--- src/rtl/dm_store_buffer_pkg.sv ---
// Shared definitions for the MEM-stage store buffer: DM access width codes,
// default queue depth and the queued-store entry layout.
package dm_store_buffer_pkg;

   // Width codes are shared with the data memory.
   typedef enum logic [1:0] {
      WIDTH_WORD    = 2'b00,
      WIDTH_HALF    = 2'b01,
      WIDTH_BYTE    = 2'b10,
      WIDTH_ILLEGAL = 2'b11
   } width_e;

   localparam int SB_DEPTH = 4;

   typedef struct packed {
      logic [31:0] addr;
      logic [31:0] data;
      logic [1:0]  width;
      logic [31:0] pc;
   } sb_entry_t;

endpackage

--- src/rtl/dm_store_buffer_if.sv ---
// Pipeline <-> store buffer <-> data memory signal bundle.
import dm_store_buffer_pkg::*;

interface dm_store_buffer_if #(
   parameter int DEPTH = SB_DEPTH
);
   localparam int CW = $clog2(DEPTH) + 1;

   // Handshake: st_valid/ld_valid are requests for this cycle. A store is
   // taken at the edge where stall is low (or it carries the illegal width
   // and is dropped); while stall is high the pipeline holds every st_*/ld_*
   // input stable and re-presents the same request next cycle.
   logic          st_valid;
   logic [31:0]   st_addr;
   logic [31:0]   st_data;
   logic [1:0]    st_width;
   logic [31:0]   st_pc;
   logic          ld_valid;
   logic [31:0]   ld_addr;
   logic [1:0]    ld_width;

   logic          dm_we;
   logic [1:0]    dm_width;
   logic [31:0]   dm_addr;
   logic [31:0]   dm_wd;
   logic [31:0]   dm_pc;
   logic          stall;
   logic          empty;
   logic [CW-1:0] count;

   modport master (
      output st_valid, st_addr, st_data, st_width, st_pc,
      output ld_valid, ld_addr, ld_width,
      input  dm_we, dm_width, dm_addr, dm_wd, dm_pc,
      input  stall, empty, count
   );

   modport slave (
      input  st_valid, st_addr, st_data, st_width, st_pc,
      input  ld_valid, ld_addr, ld_width,
      output dm_we, dm_width, dm_addr, dm_wd, dm_pc,
      output stall, empty, count
   );

endinterface

--- src/rtl/dm_store_buffer_sb_fifo.sv ---
// Circular store queue with per-entry valid bits and a parallel
// word-address match against the current load address.
module sb_fifo
   import dm_store_buffer_pkg::*;
#(
   parameter int  DEPTH = SB_DEPTH,
   localparam int PW    = $clog2(DEPTH),
   localparam int CW    = PW + 1
) (
   input  logic             clk,
   input  logic             reset,
   input  logic             push,
   input  sb_entry_t        push_entry,
   input  logic             pop,
   input  logic [9:0]       match_word,
   output sb_entry_t        head_entry,
   output logic [DEPTH-1:0] match_vec,
   output logic [CW-1:0]    count,
   output logic             empty
);

   sb_entry_t        mem [DEPTH];
   logic [DEPTH-1:0] valid;
   logic [PW-1:0]    head;
   logic [PW-1:0]    tail;

   always_ff @(posedge clk) begin
      if (reset) begin
         head  <= '0;
         tail  <= '0;
         count <= '0;
         valid <= '0;
      end else begin
         // With the queue full, head == tail: the push set wins over the pop clear.
         if (pop) begin
            head        <= head + PW'(1);
            valid[head] <= 1'b0;
         end
         if (push) begin
            tail        <= tail + PW'(1);
            valid[tail] <= 1'b1;
         end
         case ({push, pop})
            2'b10:   count <= count + CW'(1);
            2'b01:   count <= count - CW'(1);
            default: count <= count;
         endcase
      end
   end

   always_ff @(posedge clk) begin
      if (push) mem[tail] <= push_entry;
   end

   always_comb begin
      match_vec = '0;
      for (int i = 0; i < DEPTH; i++) begin
         match_vec[i] = valid[i] && (mem[i].addr[11:2] == match_word);
      end
   end

   assign head_entry = mem[head];
   assign empty      = (count == '0);

endmodule

--- src/rtl/dm_store_buffer.sv ---
// MEM-stage store buffer: queues stores, drains them into the single-ported
// DM when no load owns the port, and stalls loads that hit a pending word.
module dm_store_buffer
   import dm_store_buffer_pkg::*;
#(
   parameter int DEPTH = SB_DEPTH
) (
   input logic               clk,
   input logic               reset,
   dm_store_buffer_if.slave  sb
);

   localparam int CW = $clog2(DEPTH) + 1;

   sb_entry_t        push_entry;
   sb_entry_t        head_entry;
   logic [DEPTH-1:0] match_vec;
   logic [CW-1:0]    count;
   logic             empty;
   logic             full;
   logic             ld_hazard;
   logic             load_owns;
   logic             drain;
   logic             st_legal;
   logic             push;

   assign full      = (count == CW'(DEPTH));
   assign ld_hazard = sb.ld_valid && (|match_vec);
   assign load_owns = sb.ld_valid && !ld_hazard;
   assign drain     = !empty && !load_owns;
   assign st_legal  = (sb.st_width != WIDTH_ILLEGAL);
   // A full queue still accepts a store in the same cycle the head drains.
   assign push      = sb.st_valid && st_legal && (!full || drain);
   // Illegal-width stores are dropped outright, so they never wait on space.
   assign sb.stall  = ld_hazard || (sb.st_valid && st_legal && full && !drain);

   assign push_entry = '{addr:  sb.st_addr,
                         data:  sb.st_data,
                         width: sb.st_width,
                         pc:    sb.st_pc};

   sb_fifo #(.DEPTH(DEPTH)) u_fifo (
      .clk        (clk),
      .reset      (reset),
      .push       (push),
      .push_entry (push_entry),
      .pop        (drain),
      .match_word (sb.ld_addr[11:2]),
      .head_entry (head_entry),
      .match_vec  (match_vec),
      .count      (count),
      .empty      (empty)
   );

   always_comb begin
      sb.dm_we    = 1'b0;
      sb.dm_width = 2'b00;
      sb.dm_addr  = 32'h0;
      sb.dm_wd    = 32'h0;
      sb.dm_pc    = 32'h0;
      if (load_owns) begin
         sb.dm_addr  = sb.ld_addr;
         sb.dm_width = sb.ld_width;
      end else if (drain) begin
         sb.dm_we    = 1'b1;
         sb.dm_addr  = head_entry.addr;
         sb.dm_wd    = head_entry.data;
         sb.dm_width = head_entry.width;
         sb.dm_pc    = head_entry.pc;
      end
   end

   assign sb.count = count;
   assign sb.empty = empty;

endmodule

--- src/flat_wrapper.sv ---
// flat-port wrapper written by rule: the top's interface ports become plain ports
module dm_store_buffer_flat import dm_store_buffer_pkg::*;
#(
   parameter int DEPTH = SB_DEPTH
)
  (clk, reset, sb_st_valid, sb_st_addr, sb_st_data, sb_st_width, sb_st_pc, sb_ld_valid, sb_ld_addr, sb_ld_width, sb_dm_we, sb_dm_width, sb_dm_addr, sb_dm_wd, sb_dm_pc, sb_stall, sb_empty, sb_count);
  dm_store_buffer_if #(.DEPTH(DEPTH)) sb_i ();
  input logic clk;
  input logic reset;
  input wire logic [$bits(sb_i.st_valid)-1:0] sb_st_valid;
  input wire logic [$bits(sb_i.st_addr)-1:0] sb_st_addr;
  input wire logic [$bits(sb_i.st_data)-1:0] sb_st_data;
  input wire logic [$bits(sb_i.st_width)-1:0] sb_st_width;
  input wire logic [$bits(sb_i.st_pc)-1:0] sb_st_pc;
  input wire logic [$bits(sb_i.ld_valid)-1:0] sb_ld_valid;
  input wire logic [$bits(sb_i.ld_addr)-1:0] sb_ld_addr;
  input wire logic [$bits(sb_i.ld_width)-1:0] sb_ld_width;
  output wire logic [$bits(sb_i.dm_we)-1:0] sb_dm_we;
  output wire logic [$bits(sb_i.dm_width)-1:0] sb_dm_width;
  output wire logic [$bits(sb_i.dm_addr)-1:0] sb_dm_addr;
  output wire logic [$bits(sb_i.dm_wd)-1:0] sb_dm_wd;
  output wire logic [$bits(sb_i.dm_pc)-1:0] sb_dm_pc;
  output wire logic [$bits(sb_i.stall)-1:0] sb_stall;
  output wire logic [$bits(sb_i.empty)-1:0] sb_empty;
  output wire logic [$bits(sb_i.count)-1:0] sb_count;
  assign sb_i.st_valid = sb_st_valid;
  assign sb_i.st_addr = sb_st_addr;
  assign sb_i.st_data = sb_st_data;
  assign sb_i.st_width = sb_st_width;
  assign sb_i.st_pc = sb_st_pc;
  assign sb_i.ld_valid = sb_ld_valid;
  assign sb_i.ld_addr = sb_ld_addr;
  assign sb_i.ld_width = sb_ld_width;
  assign sb_dm_we = sb_i.dm_we;
  assign sb_dm_width = sb_i.dm_width;
  assign sb_dm_addr = sb_i.dm_addr;
  assign sb_dm_wd = sb_i.dm_wd;
  assign sb_dm_pc = sb_i.dm_pc;
  assign sb_stall = sb_i.stall;
  assign sb_empty = sb_i.empty;
  assign sb_count = sb_i.count;
  dm_store_buffer #(.DEPTH(DEPTH)) u_core (.clk(clk), .reset(reset), .sb(sb_i));
endmodule
--- config.mk ---
export PLATFORM = sky130hd
export DESIGN_NAME = dm_store_buffer_flat
export DESIGN_NICKNAME = d
export VERILOG_FILES = /design/src/rtl/dm_store_buffer_pkg.sv /design/src/rtl/dm_store_buffer_if.sv /design/src/rtl/dm_store_buffer_sb_fifo.sv /design/src/rtl/dm_store_buffer.sv /design/src/flat_wrapper.sv
export SDC_FILE = /design/constraint.sdc
export NUM_CORES = 1
export LEC_CHECK = 0
export CAP_MARGIN = 10
export CELL_PAD_IN_SITES_DETAIL_PLACEMENT = 2
export CELL_PAD_IN_SITES_GLOBAL_PLACEMENT = 2
export CORE_MARGIN = 2
export CORE_UTILIZATION = 44
export DETAILED_ROUTE_END_ITERATION = 6
export PLACE_DENSITY = 0.83
export SLEW_MARGIN = 10
export SYNTH_ARGS = -nofsm -noshare
export SYNTH_HDL_FRONTEND = slang
export SYNTH_SLANG_ARGS = --single-unit
--- constraint.sdc ---
create_clock -name clk -period 8.66 [get_ports clk]
set_input_delay 1.299 -clock clk [delete_from_list [all_inputs] [get_ports clk]]
set_output_delay 1.299 -clock clk [all_outputs]
set_load 0.02 [all_outputs]
Word-level counts from Yosys, hierarchy flattened
Memory sizes are Yosys's and may differ from the RTL's. A register that Yosys moved wholly into a read port is not among the register bits.
Cells that the tools add are included.
- bits in registers: 11
- output and inout port bits: 104
- bits of input ports: 136
- bits in writable memories: 392
- word-level logic and storage cells: 69
- memories kept: 1
- equality and inequality tests: 8
- order comparisons: 4
- add/sub/neg operators: 4
- muxes and demuxes: 22
- bitwise gates (word level): 3
- reduce and logical (&&, ||, !) cells: 23
- memory list (memory ; words ; bits a word ; rd ports ; clocked after memory_dff ; wr ports ; line ; RTL):
    u_core.u_fifo.mem ; 4 ; 98 ; 5 ; 1 ; 1 ; dm_store_buffer_sb_fifo.sv:22 ; sb_entry_t mem [DEPTH];
- operators by type and width (cell ; count):
    $mux 32 ; 6
    $eq 10x10->1 ; 4
    $logic_and 1x1->1 ; 13
    $mux 4 ; 3
    $mux 2 ; 4
    $lt 2x3->1 const B ; 2
    $mux 1 ; 6
    $pmux 3 s2 ; 1
    $logic_not 1->1 ; 5
    $add 2x1->2 const B ; 2
    $and 4x4->4 ; 1
    $demux 1 s2 ; 2
    $ge 2x1->1 const B ; 2
    $not 4->4 ; 1
    $or 4x4->4 ; 1
    $reduce_or 4->1 ; 1
    $add 3x1->3 const B ; 1
    $eq 3x3->1 const B ; 1
    $logic_not 3->1 ; 1
    $sub 3x1->3 const B ; 1
    $eq 2x1->1 const B ; 1
    $eq 2x2->1 const B ; 1
    $logic_or 1x1->1 ; 2
    $ne 2x2->1 const B ; 1
    $reduce_bool 2->1 ; 1

Depth between registers and ports, before layout
Gate-level depths: netlist of the first run.
- depth after elaboration: 12
- depth in mapped cells: 16
- mapped depth without buffers: 13

Hierarchy
From an unflattened synthesis of the first run, not the netlist that was laid out.
- cells, all modules: 801
- area total of the unflattened synthesis: 16540.9 µm²
- modules (own cells, without submodules) (module ; area an instance (µm²) ; cells an instance ; instances):
    sb_fifo ; 15272.1 ; 646 ; 1
    dm_store_buffer ; 1268.7 ; 155 ; 1

Worst setup path after synthesis of the first run
No wires, ideal clock.
- path type: in2reg
- start: input sb_ld_addr[8]
- end: memory u_core.u_fifo.mem[0][0] in the netlist's numbering (enable)
- buffers on the path: 1
- data arrival time: 4.517 ns
- data required time: 8.209 ns
- library setup time: 0.451 ns
- stages: 8
- slack: 3.692 ns
- cell sequence: buf_4 xnor2_1 nand4_1 nor3_1 nor4_1 a41oi_1 nand2_1 inv_1
- word-level cells in the longest chain between the ends: 12
- elaborated cells between the ends (all ways): 18
- RTL lines (element ; line ; RTL):
    start, declared ; flat_wrapper.sv:16 ; input wire logic [$bits(sb_i.ld_addr)-1:0] sb_ld_addr;
    $eq 10x10->1 ; dm_store_buffer_sb_fifo.sv:58 ; match_vec[i] = valid[i] && (mem[i].addr[11:2] == match_word);
    $logic_and 1x1->1 ; dm_store_buffer_sb_fifo.sv:58 ;
    $reduce_or 4->1 * ; dm_store_buffer.sv:28 ; assign ld_hazard = sb.ld_valid && (|match_vec);
    $logic_and 1x1->1 * ; dm_store_buffer.sv:28 ;
    $logic_not 1->1 * ; dm_store_buffer.sv:29 ; assign load_owns = sb.ld_valid && !ld_hazard;
    $logic_and 1x1->1 * ; dm_store_buffer.sv:29 ;
    $logic_not 1->1 * ; dm_store_buffer.sv:30 ; assign drain = !empty && !load_owns;
    $logic_and 1x1->1 * ; dm_store_buffer.sv:30 ;
    $logic_or 1x1->1 * ; dm_store_buffer.sv:33 ; assign push = sb.st_valid && st_legal && (!full || drain);
    $logic_and 1x1->1 * ; dm_store_buffer.sv:33 ;
    $mux 1 * ; dm_store_buffer_sb_fifo.sv:52 ; if (push) mem[tail] <= push_entry;
    $mux 1 (implied by the code) * ; dm_store_buffer_sb_fifo.sv:52 ;
    end, declared ; dm_store_buffer_sb_fifo.sv:22 ;
Every way passes the cells marked *; elsewhere a longest branch is shown, timed or not.

Worst setup path in the final report of the first run
- start: input sb_ld_addr[7]
- end: output sb_dm_we
- word-level cells in the longest chain between the ends: 10
- elaborated cells between the ends (all ways): 16
- RTL lines (element ; line ; RTL):
    $eq 10x10->1 ; dm_store_buffer_sb_fifo.sv:58 ;
    $logic_and 1x1->1 ; dm_store_buffer_sb_fifo.sv:58 ;
    $reduce_or 4->1 * ; dm_store_buffer.sv:28 ;
    $logic_and 1x1->1 * ; dm_store_buffer.sv:28 ;
    $logic_not 1->1 * ; dm_store_buffer.sv:29 ;
    $logic_and 1x1->1 * ; dm_store_buffer.sv:29 ;
    $logic_not 1->1 ; dm_store_buffer.sv:30 ;
    $logic_and 1x1->1 ; dm_store_buffer.sv:30 ;
    $mux 1 ; dm_store_buffer.sv:64 ; end else if (drain) begin
    $mux 1 * ; dm_store_buffer.sv:61 ; if (load_owns) begin
    end, declared ; flat_wrapper.sv:18 ; output wire logic [$bits(sb_i.dm_we)-1:0] sb_dm_we;
Marks and branches as above.

==> metrics.md, run 1 <==
| Metric | Value |
|---|---|
| Status | finished, final reports clean |
| Max H-tree Level | 2 |
| Synthesized Nets | 1015 |
| Rel. slew slack | 0.343 |
| Port bufs | 239 |
| Met3 usage | 0.0495 |
| Number of synthesized flops with an enable pin | 392 |
| Setup_tns | 0 ps |
| Skew-Pair Late Insertion Delay | 560 ps |
| GPL Wtd Cong | 0.836 |
| Post-DR vias/cell | 5.51 |
| Fin crit period | 6600 ps |
| Crit-path cells | clkdlybuf4s50_1 > xnor2_1 > nand4_1 > nor3_1 > or4_1 > o21ai_4 > buf_4 > inv_1 > clkdlybuf4s50_1 |
| Gr usage total | 0.231 |
| Yosys warnings | 0 |
| Final #Nets | 1254 |
| Setup Buffers After CTS | 0 |
| Drt drc | 0 |
| Critical-path top delay cell | o21ai_4 |
| Max stage delay on crit path | 760 ps |
| Post-CTS sizing | 0 |
| Area delta synth->final | 24.8% |
| Final hold viol count | 0 |
| Total chip power | 5.07 mW |
| Largest area contributor in the netlist | edfxtp_1 |
| Crit path top cell by count | clkdlybuf4s50_1 |
| Total core area | 0.0366 mm^2 |
| Max Freq | 152 MHz |
| Initial antenna violation count | 4 |
| Die width | 197 um |
| DR vias | 8851 |
| Worst slew pin tran | 986 ps |
| Final Cycle Share | 0.762 |
| Worst hold path startpoint | u_core.u_fifo.valid[0] |
| Wire per inst | 27.3 um |
| Register bit total from synthesis | 405 |
| CP startpoint | sb_ld_addr[7] |
| Vias in the first global route | 10.2k |
| Layout cells sized above 1 | 0.150 |
| Max-slew violation count | 0 |
| 1st-iter DRT viols | 551 |
| Grt met2 use | 0.403 |
| Buffers & Inverters on Critical Path | 4 |
| Main synth FF type | edfxtp_1 |
| Clock-pin slew on the worst setup and hold paths | 60 ps |
| Req. time, crit path | 7360 ps |
| # setup viols final | 0 |
| P per Cell Area | 248 mW/mm^2 |
| CTS tree | done |
| Post-CTS Hold Buffers | 0 |
| Synthesized area | 0.0164 mm^2 |
| Final Skew | 20.3 ps |
| WP data arrival | 5300 ps |
| Crit path max-delay family | buffers and inverters |
| CP Capture Type | output port |
| Routed wire length | 43800 um |
| IO Pins | 240 |
| Mapped Avg Cell Area | 18.8 um^2 |
| Gr busiest metal | met2 |
| CTS Buf Count | 43 |
| Syn Inst Count | 870 |
| Clk buf depth | 3 |
| Beginning of the worst register-to-register path | u_core.u_fifo.mem[1][74] |
| Peak VDD IR | 0.244 mV |
| RSZ-0062 raised after global routing | no |
| Largest net degree at the start of global routing | 74 |
| Crit path launch type | primary input |
| Worst-path fanout max | 46 |
| Post-synth cell types | 38 |
| Sequential fraction of the synthesis area | 0.735 |
| Top post-synthesis cells by area | edfxtp_1 72%, mux4_2 13%, nor2b_1 2.4% |
| Initial cell density of the core | 0.447 |
| Root Buffer | clkbuf_16 |
| MaxCap Viol Count | 0 |
| Synth top area share | 0.719 |
| Post-synth ARST share | 0 |
| Cell row count | 70 |
| Fillcell total | 3133 |
| Clock Sinks | 405 |
| Global-route wire length before repair | 65200 um |
| Die area | 0.0388 mm^2 |
| Height of the die | 197 um |
| Overflow after GRT | 0 |
| Hold WC Path Type | flip-flop to flip-flop |
| Pre-Repair DR Iteration Count | 4 |
| Met1 Use GR | 0.288 |
| Routed Antenna Nets | 0 |
| Critical path class | primary input to output port |
| Dpl hpwl | 27800 um |
| P_leak | 6.40 nW |
## synth_stat cells (5+ instances only)
master / count
buf_4: 12
buf_2: 16
o21ai_0: 35
nand4_1: 8
ha_1: 8
inv_1: 17
nor3_1: 5
nand3_1: 7
nand2_1: 78
clkbuf_1: 22
mux4_2: 98
dfxtp_1: 13
nor2b_1: 64
a21oi_1: 7
nor2_1: 10
xnor2_1: 44
edfxtp_1: 392
## cell families after synthesis
logic type | synth area share
buffers and inverters | 0.0213
and+or+nand+nor | 0.0562
DFF | 0.735
adders and majority gates | 0.00734
AOI/OAI and AO/OA | 0.0193
muxes | 0.137
xor gates and xnor gates | 0.0235
## metrics by stage
stage                     std cells  setup WS, ps  hold WS, ps  instance area, um^2   util
after global placement         1532          2210          490                19200  0.523
after CTS                      1604          2050          563                20400  0.558
final                          1606          2060          563                20400  0.558
after detailed placement       1532          2090          522                19200  0.523
after floorplan                 870          3690          459                16400      -
after global routing           1604          1860          573                20400  0.558
## path summary, 6_finish.rpt
check / to / slack (ps) / cells past startpoint
setup / recovery: sb_dm_we / 2060 / 9
setup reg to reg: u_core.u_fifo.count[1] / 3990 / 13
hold reg to reg: u_core.u_fifo.valid[0] / 560 / 2
hold / removal: u_core.u_fifo.valid[0] / 560 / 2
## flip-flops by register name, summed over array words and instances, names as in the netlist, named ones only
signal               cells
u_core.u_fifo.head       2
u_core.u_fifo.valid      4
u_core.u_fifo.count      3
u_core.u_fifo.tail       2
u_core.u_fifo.mem      392
## per-layer routing
layer	vias to the layer above	part of all wire
li1	3870	-
met1	4635	0.40
met2	270	0.52
met3	74	0.055
met4	2	0.025
met5	-	0.00034
## report_power, final
group	switching [mW]	total [mW]	internal (mW)
registers	0.0748	2.33	2.26
clock network	0.729	1.71	0.981
logic	0.532	1.02	0.491
total	1.34	5.07	3.73
## cell usage in the layout (no fill, tap or decap), drive strengths merged
master and instances:
and2 1, bufinv 2, nand3 7, mux4 98
a21oi 7, dfxtp 13, nand2b 1, nor2b 64
clkdlybuf4s50 239, a211oi 1, mux2i 4, nand2 78
buf 11, clkinvlp 1, a41oi 1, o211a 1
clkinv 8, o32ai 2, nor3 5, nand4 8
ha 8, a2111oi 1, o31ai 1, or3 1
nor2 11, diode 2, nor3b 1, edfxtp 392
xnor2 44, o21ai 40, or4 1, clkbuf 60
fa 1, nor4 4, inv 18, a311oi 1
## cell type report
cell class / count / area (um^2) / area share
Antenna cell: 2 / 5.00 / 0.000245
Sequential cell: 405 / 12000 / 0.589
Tap cell: 468 / 586 / 0.0287
Timing Repair Buffer: 250 / 2470 / 0.121
Clock inverter: 12 / 113 / 0.00551
Multi-Input combinational cell: 392 / 3990 / 0.195
Inverter: 17 / 73.8 / 0.00361
Clock buffer: 60 / 1150 / 0.0563
## worst reg2reg max path, delay by kind of cell (launching register included)
family / cells / cell delay [ps]
fa+ha+maj: 1 / 470
flops: 1 / 410
buf+inv: 2 / 880
simple gates: 5 / 1310
compound gates: 4 / 1390
xor+xnor: 1 / 190
Power figures use the tool's default switching activity.
==> run 2: changes to the inputs <==
- CORE_UTILIZATION: 44 -> 40
- PLACE_DENSITY: 0.83 -> 0.76
- clock period: 8.66 -> 6.22 ns (I/O delays scaled with it)
==> metrics.md, run 2 (synthesis results as in run 1) <==
| Metric | Value |
|---|---|
| Die area | 0.0426 mm^2 (+9.8%) |
| Routed wire length | 41100 um (-6.3%) |
| GPL Wtd Cong | 0.822 (-1.7%) |
| Status | finished, final reports clean |
| Area delta synth->final | 25.9% |
| Height of the die | 206 um (+4.8%) |
| Die width | 206 um (+4.8%) |
| Pre-Repair DR Iteration Count | 5 (+1) |
| Final Skew | 32.8 ps (+12.5 ps) |
| Most common cell after layout, fill and taps aside | edfxtp_1 |
| Setup_tns | 0 ps (unchanged) |
| Post-DR vias/cell | 5.21 (-5.5%) |
| Clk buf depth | 3 (unchanged) |
| Worst-path fanout max | 17 (-63%) |
| Global-route wire length before repair | 60900 um (-6.6%) |
| Crit path launch type | primary input |
| Max reg flops | 392 (unchanged) |
| Port bufs | 239 (unchanged) |
| P per Cell Area | 339 mW/mm^2 (+37%) |
| Sequential share of power | 0.465 (+0.004) |
| R2r endpoint | u_core.u_fifo.count[1] |
| Peak VDD IR | 0.254 mV (+3.9%) |
| Hold WC Path Type | flip-flop to flip-flop |
| Total chip power | 6.99 mW (+38%) |
| P_leak | 6.43 nW (+0.51%) |
| Worst R2R Setup Slack | 2450 ps (-1540 ps) |
| Largest regs | u_core.u_fifo.mem x392, u_core.u_fifo.valid x4, u_core.u_fifo.count x3 |
| Critical path class | primary input to output port |
| Skew-Pair Late Insertion Delay | 560 ps (about the same) |
| Initial cell density of the core | 0.403 (-0.0444) |
| Clock Sinks | 405 (unchanged) |
| Routed Antenna Nets | 0 (unchanged) |
| Combinational fraction of design power | 0.202 (about the same) |
| Post-CTS Hold Buffers | 0 (unchanged) |
| Post-CTS sizing | 0 (unchanged) |
| Largest net degree at the start of global routing | 70 (-5.4%) |
| Hold WS | 547 ps (-16.2 ps) |
| Overflow after GRT | 0 (unchanged) |
| Vias in the first global route | 9834 (-3.3%) |
| Drt drc | 0 (unchanged) |
| Wire per inst | 24.4 um (-10%) |
| Fin crit period | 5260 ps |
| CP Capture Type | output port |
| Worst slew pin tran | 1050 ps (+63.8 ps) |
| Clock Power Share | 0.332 (-0.006) |
| DP Area | 0.0193 mm^2 (+0.98%) |
| Total core area | 0.0406 mm^2 (+11%) |
| IO Pins | 240 (unchanged) |
| # setup viols final | 0 (unchanged) |
| Layout cells sized above 1 | 0.155 (+0.00581) |
| Beginning of the worst register-to-register path | u_core.u_fifo.mem[1][74] |
| Fillcell total | 3588 (+15%) |
| Max H-tree Level | 2 (unchanged) |
| Commonest cells after routing, fill and taps aside | 392 x edfxtp_1, 239 x clkdlybuf4s50_1, 98 x mux4_2 |
| MaxCap Viol Count | 0 (unchanged) |
| CTS Buf Count | 43 (unchanged) |
| Initial antenna violation count | 5 (+1) |
| CP startpoint | sb_ld_addr[10] |
| CTS tree | done |
| Setup Buffers After CTS | 0 (unchanged) |
| Max Freq | 190 MHz |
| Critical Path End | sb_dm_wd[9] |
| 1st-iter DRT viols | 482 (-13%) |
| Max-slew violation count | 0 (unchanged) |
| Root Buffer | clkbuf_16 |
| Reg2reg path depth | 12 (-1) |
| P_sw | 1.84 mW (+37%) |
| WP data arrival | 4330 ps (-970 ps) |
| Switching share of total power | 0.263 (-0.00111) |
| Final hold viol count | 0 (unchanged) |
| Gr usage total | 0.194 (-0.0362) |
| Clock-pin slew on the worst setup and hold paths | 60 ps (about the same) |
| Final instance area | 0.0206 mm^2 (+0.86%) |
| RSZ-0062 raised after global routing | no |
| DR vias | 8744 (-1.2%) |
| Most flop-heavy register | u_core.u_fifo.mem |
| Rel. slew slack | 0.300 (-0.0425) |
| Dpl hpwl | 26900 um (-3.1%) |
| Internal power | 5.16 mW (+38%) |
| Final Cycle Share | 0.846 |
| Final #Nets | 1260 (+0.48%) |
| Cell row count | 74 (+5.7%) |
| Req. time, crit path | 5290 ps (-2070 ps) |
==> run 2: worst min-delay path by stage <==
stage / slack [ps] / end / from / cells after the start
2_1_floorplan: 460 / u_core.u_fifo.valid[0] / u_core.u_fifo.valid[0] / 2
3_3_place_gp: 530 / u_core.u_fifo.valid[1] / u_core.u_fifo.valid[1] / 2
3_5_place_dp: 530 / u_core.u_fifo.valid[1] / u_core.u_fifo.valid[1] / 2
4_1_cts: 540 / u_core.u_fifo.valid[1] / u_core.u_fifo.valid[1] / 2
5_1_grt: 560 / u_core.u_fifo.valid[1] / u_core.u_fifo.valid[1] / 2
6_report: 550 / u_core.u_fifo.valid[1] / u_core.u_fifo.valid[1] / 2
==> run 2: critical path, stage by stage <==
cell and delay, ps:
clkdlybuf4s50_1 630, xnor2_1 160, nand4_1 120, nor3_1 60
or4_1 750, o21ai_4 640, buf_4 360, nor2b_1 90
clkdlybuf4s50_1 560
==> run 2: power groups by stage <==
stage,Clock [mW],Sequential [mW],Combinational [mW]
finish,2.32,3.25,1.41
global route,2.47,3.27,1.53
CTS,2.40,3.26,1.45
detailed placement,0,3.32,1.44
global placement,0,3.30,1.41
floorplan,0,3.24,0.889
==> run 2: final cells by class <==
type	count	area [um^2]	share of cell area
diodes	2	5.00	0.000243
clock buffers	54	1120	0.0542
clock inverters	21	133	0.00644
inverters	17	73.8	0.00358
multi-input cells	392	3990	0.194
flip-flops and latches	405	12000	0.584
well taps	532	666	0.0323
repair buffers	256	2580	0.125
==> run 2: through the flow <==
step	utilization	setup slack (ps)	std cells
3_5_place_dp	0.476	867	1602
5_1_grt	0.507	733	1677
4_1_cts	0.507	892	1677
2_1_floorplan	-	1620	870
6_report	0.507	960	1679
3_3_place_gp	0.476	1080	1602
==> run 2: metal layers <==
| layer | up-vias | share of wire | global-route usage |
|---|---|---|---|
| li1 | 3891 | - | - |
| met1 | 4535 | 0.41 | 0.247 |
| met2 | 259 | 0.51 | 0.336 |
| met3 | 55 | 0.061 | 0.0449 |
| met4 | 4 | 0.019 | 0.0526 |
| met5 | - | 0.00056 | 0 |
